### config.mk
export PLATFORM = sky130hd
export DESIGN_NAME = instr_fetch
export DESIGN_NICKNAME = d
export VERILOG_FILES = /design/src/rtl/instr_fetch.sv
export SDC_FILE = /design/constraint.sdc
export NUM_CORES = 1
export LEC_CHECK = 0
export ABC_AREA = 1
export BUFFER_PORTS_ARGS = -buffer_cell sky130_fd_sc_hd__buf_2
export CORE_MARGIN = 2
export CORE_UTILIZATION = 47
export DETAILED_ROUTE_END_ITERATION = 8
export GPL_TIMING_DRIVEN = 0
export PLACE_DENSITY = 0.77
export SYNTH_ARGS = -nofsm -noshare
export SYNTH_HDL_FRONTEND = slang
export SYNTH_SLANG_ARGS = --single-unit
export TNS_END_PERCENT = 20
### constraint.sdc
create_clock -name clk -period 1.8 [get_ports clk]
set_input_delay 0.27 -clock clk [delete_from_list [all_inputs] [get_ports clk]]
set_output_delay 0.27 -clock clk [all_outputs]
set_load 0.01 [all_outputs]
### src/rtl/instr_fetch.sv
// -----------------------------------------------------------------------------
// instr_fetch: instruction-fetch stage of the pipelined MIPS core.
// It owns the PC, drives instr_pc into MEMORY's combinational instruction port,
// and captures the returned word into the IF/ID register. It also handles the
// stall / flush / branch redirect / halt requests from decode and hazard logic.
//
// Optional feature: define FETCH_BOUNDS_CHECK_EN to check the PC against
// [TEXT_LO, TEXT_HI] before each issue. An out-of-range PC halts the stage and
// raises fetch_fault. Without the macro, fetch_fault is a constant 0.
//
// Ports:
//   clk, rst                  core clock, synchronous active-high reset
//   stall, flush              hold PC + IF/ID / bubble IF/ID
//   branch_taken, branch_target  PC redirect (word aligned)
//   halt_req                  stop fetching until reset
//   instr_pc  (out)           current PC to MEMORY
//   instr_in  (in)            word returned by MEMORY in the same cycle
//   ifid_instr, ifid_pc_plus4, ifid_valid  IF/ID pipeline register
//   halted, fetch_fault       status
//   fetch_count               saturating count of issued instructions
// -----------------------------------------------------------------------------
`ifndef TEXT_SIZE_LO
`define TEXT_SIZE_LO 32'h0040_0000
`endif
`ifndef TEXT_SIZE_HI
`define TEXT_SIZE_HI 32'h0040_FFFC
`endif

module instr_fetch #(
   parameter logic [31:0] TEXT_LO = `TEXT_SIZE_LO,
   parameter logic [31:0] TEXT_HI = `TEXT_SIZE_HI
) (
   input  logic        clk,
   input  logic        rst,
   input  logic        stall,
   input  logic        flush,
   input  logic        branch_taken,
   input  logic [31:0] branch_target,
   input  logic        halt_req,
   output logic [31:0] instr_pc,
   input  logic [31:0] instr_in,
   output logic [31:0] ifid_instr,
   output logic [31:0] ifid_pc_plus4,
   output logic        ifid_valid,
   output logic        halted,
   output logic        fetch_fault,
   output logic [31:0] fetch_count
);

   typedef enum logic {S_RUN = 1'b0, S_HALT = 1'b1} state_e;

   state_e      state_q;
   logic [31:0] pc_q;
   logic [31:0] instr_q;
   logic [31:0] pc4_q;
   logic        valid_q;
   logic [31:0] cnt_q;

   logic [31:0] pc_plus4;
   logic        pc_oob;
   logic        fetch_ok;

   // PC+4 wraps modulo 2^32 by construction.
   assign pc_plus4 = pc_q + 32'd4;
   assign pc_oob   = (pc_q < TEXT_LO) || (pc_q > TEXT_HI);

`ifdef FETCH_BOUNDS_CHECK_EN
   logic fault_q;
   assign fetch_ok    = ~pc_oob;
   assign fetch_fault = fault_q;
`else
   logic unused_oob;
   assign unused_oob  = pc_oob;
   assign fetch_ok    = 1'b1;
   assign fetch_fault = 1'b0;
`endif

   // Low target bits are dropped: the PC is always word aligned.
   logic unused_bt_lsb;
   assign unused_bt_lsb = ^branch_target[1:0];

   assign instr_pc      = pc_q;
   assign ifid_instr    = instr_q;
   assign ifid_pc_plus4 = pc4_q;
   assign ifid_valid    = valid_q;
   assign halted        = (state_q == S_HALT);
   assign fetch_count   = cnt_q;

   // Fetch FSM, PC and IF/ID register.
   always_ff @(posedge clk) begin
      if (rst) begin
         state_q <= S_RUN;
         pc_q    <= {TEXT_LO[31:2], 2'b00};
         instr_q <= '0;
         pc4_q   <= '0;
         valid_q <= 1'b0;
         cnt_q   <= '0;
`ifdef FETCH_BOUNDS_CHECK_EN
         fault_q <= 1'b0;
`endif
      end else begin
         case (state_q)
            S_RUN: begin
               if (halt_req) begin
                  state_q <= S_HALT;
                  instr_q <= '0;
                  pc4_q   <= '0;
                  valid_q <= 1'b0;
               end else if (branch_taken) begin
                  // Wrong-path word is squashed; no delay slot.
                  pc_q    <= {branch_target[31:2], 2'b00};
                  instr_q <= '0;
                  pc4_q   <= '0;
                  valid_q <= 1'b0;
               end else if (stall) begin
                  if (flush) begin
                     instr_q <= '0;
                     pc4_q   <= '0;
                     valid_q <= 1'b0;
                  end
               end else if (!fetch_ok) begin
                  state_q <= S_HALT;
                  instr_q <= '0;
                  pc4_q   <= '0;
                  valid_q <= 1'b0;
`ifdef FETCH_BOUNDS_CHECK_EN
                  fault_q <= 1'b1;
`endif
               end else if (flush) begin
                  pc_q    <= pc_plus4;
                  instr_q <= '0;
                  pc4_q   <= '0;
                  valid_q <= 1'b0;
               end else begin
                  pc_q    <= pc_plus4;
                  instr_q <= instr_in;
                  pc4_q   <= pc_plus4;
                  valid_q <= 1'b1;
                  if (cnt_q != 32'hFFFF_FFFF) begin
                     cnt_q <= cnt_q + 32'd1;
                  end
               end
            end
            default: begin
               // HALT: PC frozen, IF/ID bubbled, exit only through reset.
               instr_q <= '0;
               pc4_q   <= '0;
               valid_q <= 1'b0;
            end
         endcase
      end
   end

endmodule
---- After elaboration in Yosys (flattened, before gate mapping) ----
Cells that the tools add are included.
word-level totals
  register bits after elaboration ......... 130
  input bits .............................. 70
  output and inout port bits .............. 131
  word-level logic and storage cells ...... 31
cells by class
  add/subtract/negate cells ............... 2
  equality and inequality tests ........... 3
  mux-type cells .......................... 12
  bitwise gates (word level) .............. 5
  reductions and logical operators ........ 3
operator list
  operator                                                number
  two-way mux 32 bit                                      7
  adder 32 x 1 -> 32 bit (second input constant)          1
  adder 32 x 3 -> 32 bit (second input constant)          1
  inequality test 32 bit (second input constant)          1
  AND reduction 6 bit                                     1
  two-way mux 1 bit                                       5
  inverter 1 bit                                          5
  inequality test 2 x 1 -> 1 bit (second input constant)  2
  OR reduction 4 bit                                      1
  AND reduction 3 bit                                     1

---- Longest topological paths before layout ----
  word-level depth ........................ 3
  depth in mapped cells ................... 11

---- Least setup slack after synthesis ----
OpenSTA, ideal clock, no wires.
  kind .................................... reg-to-reg
  start point ............................. register cnt_q[0], in the netlist fetch_count[0]
  end point ............................... register cnt_q[12], in the netlist fetch_count[12]
  library setup time ...................... 132 ps
  arrival ................................. 1665 ps
  setup slack ............................. 3 ps
  stages on the path, launching flop included .. 12
  path buffers ............................ 1
  clock period less this slack ............ 1797 ps
  cells stage by stage .................... dfxtp_1 ha_1 inv_1 nor2_4 nand2_2 nor2_4 nand3_4 nand2_4 inv_4 buf_4 nand2_1 a21oi_1
between the ends
  word-level cells in the longest chain between the ends .. 2
ends and longest elaborated chain
  element                                                                         RTL line  text
  start: declaration                                                              57        logic [31:0] cnt_q;
  start signal: assignment                                                        140       cnt_q <= cnt_q + 32'd1;
  parallel branches: the longest is 2 deep, another holds adder 32 x 1 -> 32 bit  -
Parallel ways; which one is timed is not known.
A chain may end at the register's enable or synchronous reset.

---- Worst setup path after layout ----
  start point ............................. register cnt_q[5], in the netlist fetch_count[5]
  end point ............................... register cnt_q[28], in the netlist fetch_count[28]
Same word-level chain as after synthesis.

==> metrics <==
Tcrit/Tclk final=around 96%; setup ws final=a little under 0.08 ns; Primary FF master, synth=dfxtp_1; FF-to-FF path depth=10; worst r2r src=fetch_count[5]; commonest cells after routing, fill and taps aside=386 x nand2_1, 195 x buf_2, 137 x a21oi_1; Max Cap Viol=0; sw power=1.86 mW; Mapped Avg Cell Area=around 6.5 um2; Final Skew=around 0.015 ns; DR pass1 iterations=5; Mapped Cells=slightly below 1000; Synth Cell Area=~6400 um2; final setup vio count=0; Worst-path clk slew=around 0.06 ns; number of global-route vias before repair=about 6700; Critical Path End=fetch_count[28]; Initial Util=roughly half; internal power=between 4 and 5 mW; die width=about 120 um; utilization after layout=62.6%; RSZ-0062 raised after global routing=yes; CP Max Fanout=10; status=completed; VDD IR-drop max=589 uV; Power Dens Cells=between 800 and 900 nW/um2; sequential cell area fraction in the yosys report=between 30% and 40%; # hold bufs at CTS=0; Routed Antenna Nets=0; wire per inst=14.9 um; Setup crit end kind=register; CP Launch Type=register; Switching Share=between 20% and 30%; setup TNS=0 ns; Core Rows=42; area of the core=approximately 13000 um2; Hold Crit Class=input pin to register; Reg power frac=a little over two fifths; total wire length=20800 um; reg-to-reg critical path endpoint=fetch_count[28]; Layout area overhead=30.1%; post-synth cell types=34; slew margin rel.=between 30% and 40%; Final Hold Violating Endpoints=0; Die Ht=between 100 and 150 um; die area=between 10000 and 15000 um2; Leakage=~3.5 nW; crit path kind=register to register; actual slew at the worst max-slew pin=~0.94 ns; Via-to-Cell Ratio=slightly above 5; Clock Sinks=between 100 and 150; gr ovfl total=0; crit path time final=~1.7 ns; WP data required=2.10 ns; R2R Setup Slk=just under 0.08 ns; IO Count=201; fin area=8330 um2; dpl ws=-0.252 ns; critical path arrival=just over 2 ns; Overall Power=6.80 mW; Async SR Flop Fraction=0%; Vias=between 7000 and 8000; Clk pwr share=between 40 and 50%; FILL cells=about 1300; clock buffer depth=2; initial antenna violation count=1; nets=about 1300; CTS buffer count=17; Area after DPL=around 7600 um2; commonest non-fill, non-tap cell in the layout=nand2_1; Seq cells post-synth=roughly 130; area leader, netlist=dfxtp_1; final RePlAce weighted congestion=between 0.9 and 1; top cell type's share of synthesized area=39.7%; initial DRC count=~520; worst setup path start=fetch_count[5]; CTS tree=built; Skew-Pair Late Insertion Delay=roughly 0.44 ns; largest net degree at the start of global routing=17; top cells by area in the synthesized netlist=dfxtp_1 40%, nand2_1 23%, a21oi_1 11%, nor2_1 7.0%, xor2_1 2.9%; CTS H-Tree Depth=4; layout cell share with drive strength beyond 1=23.2%; Root Driver=clkbuf_16; EDFF count, synth=0; Synth Warn #=0; hpwl dp=roughly 16000 um; IO Port Bufs=between 150 and 200; post-route DRC violation count=0; Max Fclk=approximately 0.58 GHz; count of final max-slew check failures=0; first-pass GRT wire length=approximately 33000 um; Tot GR Track Use=approximately 29%; combinational power share=just under 9%
[worst max-delay path: stages, from the launching register on]
cell and delay, ns:
dfxtp_1 0.44, nand2_1 0.13, nor2_2 0.19, nand2_4 0.10
nor2_4 0.16, nand3_4 0.11, nand2_4 0.11, inv_4 0.07
buf_6 0.14, nand2_1 0.06, a21oi_1 0.06
[metrics by stage]
step,hold slack (ns),cells
global route,0.0866,1398
finish,0.0841,1398
floorplan,0.406,989
CTS,0.0782,1393
global placement,0.445,1359
detailed placement,0.451,1359
[Yosys cell counts (3+ instances only)]
cell type / n
nor2_1: 119
o21bai_1: 4
nand2_1: 387
xor2_1: 21
nor2_4: 4
nand3_1: 35
a21oi_1: 137
buf_4: 5
inv_1: 38
o21ai_0: 24
nand4_1: 6
clkbuf_1: 31
buf_6: 4
dfxtp_1: 127
nand3b_1: 13
xnor2_1: 8
buf_1: 3
[cell type report]
type,count,area [um2],share of cell area (%)
sequential,127,2560,30.7
inverter,42,160,1.92
tap,176,220,2.65
clock inverter,13,104,1.25
timing repair buffer,200,1020,12.2
multi-input combinational,776,3590,43.1
antenna,1,2.50,0.0301
clock buffer,19,453,5.44
buffer,44,223,2.68
[how the worst min path moves through the flow]
stage | from | end | slack (ns) | cells past startpoint
floorplan | halt_req | halted | 0.41 | 2
global placement | ifid_instr[2] | ifid_instr[2] | 0.45 | 2
detailed placement | ifid_instr[19] | ifid_instr[19] | 0.45 | 2
CTS | instr_in[0] | ifid_instr[0] | 0.08 | 3
global route | instr_in[14] | ifid_instr[14] | 0.09 | 3
finish | instr_in[0] | ifid_instr[0] | 0.08 | 3
[flip-flops by register name (all words and copies together), names as in the netlist]
name and count:
fetch_count 32, halted 1, ifid_instr 32, ifid_pc_plus4 31
ifid_valid 1, instr_pc 30
[power groups by stage]
stage	Clock (mW)	Combinational (mW)	Sequential, mW
3_5_place_dp	0	0.572	3.01
5_1_grt	3.42	0.655	2.96
4_1_cts	3.28	0.582	2.95
6_report	3.25	0.594	2.96
3_3_place_gp	0	0.568	3.01
2_1_floorplan	0	0.297	3.02
[cell families (layout without fill, tap and decap cells)]
family                   after synthesis  count (layout)  synth area share (%)
adder cells (fa/ha/maj)                2               2                 0.391
XOR/XNOR                              29              29                  3.97
flip-flops                           127             127                  39.7
buffers and inverters                 86             318                  5.87
AND/OR/NAND/NOR                      572             572                  36.4
other                                  1               4                0.0586
AO/OA/AOI/OAI                        170             170                  13.6
[routing by layer]
| layer | up-vias | share of wire, % | track usage (%) |
|---|---|---|---|
| li1 | 3607 | - | - |
| met1 | 3299 | 43 | 35.4 |
| met2 | 251 | 48 | 47.6 |
| met3 | 52 | 6.0 | 5.94 |
| met4 | 0 | 3.8 | 13.7 |
| met5 | - | 0 | 0 |
[repair_timing]
item / 4_1_cts / 5_1_grt
gates resized for setup: 15 / 26
setup endpoints to repair: 65 / 73
pin swaps: 2 / 2
buffers inserted: 2 / 4
Note: power is estimated with default switching activity, not from simulation.
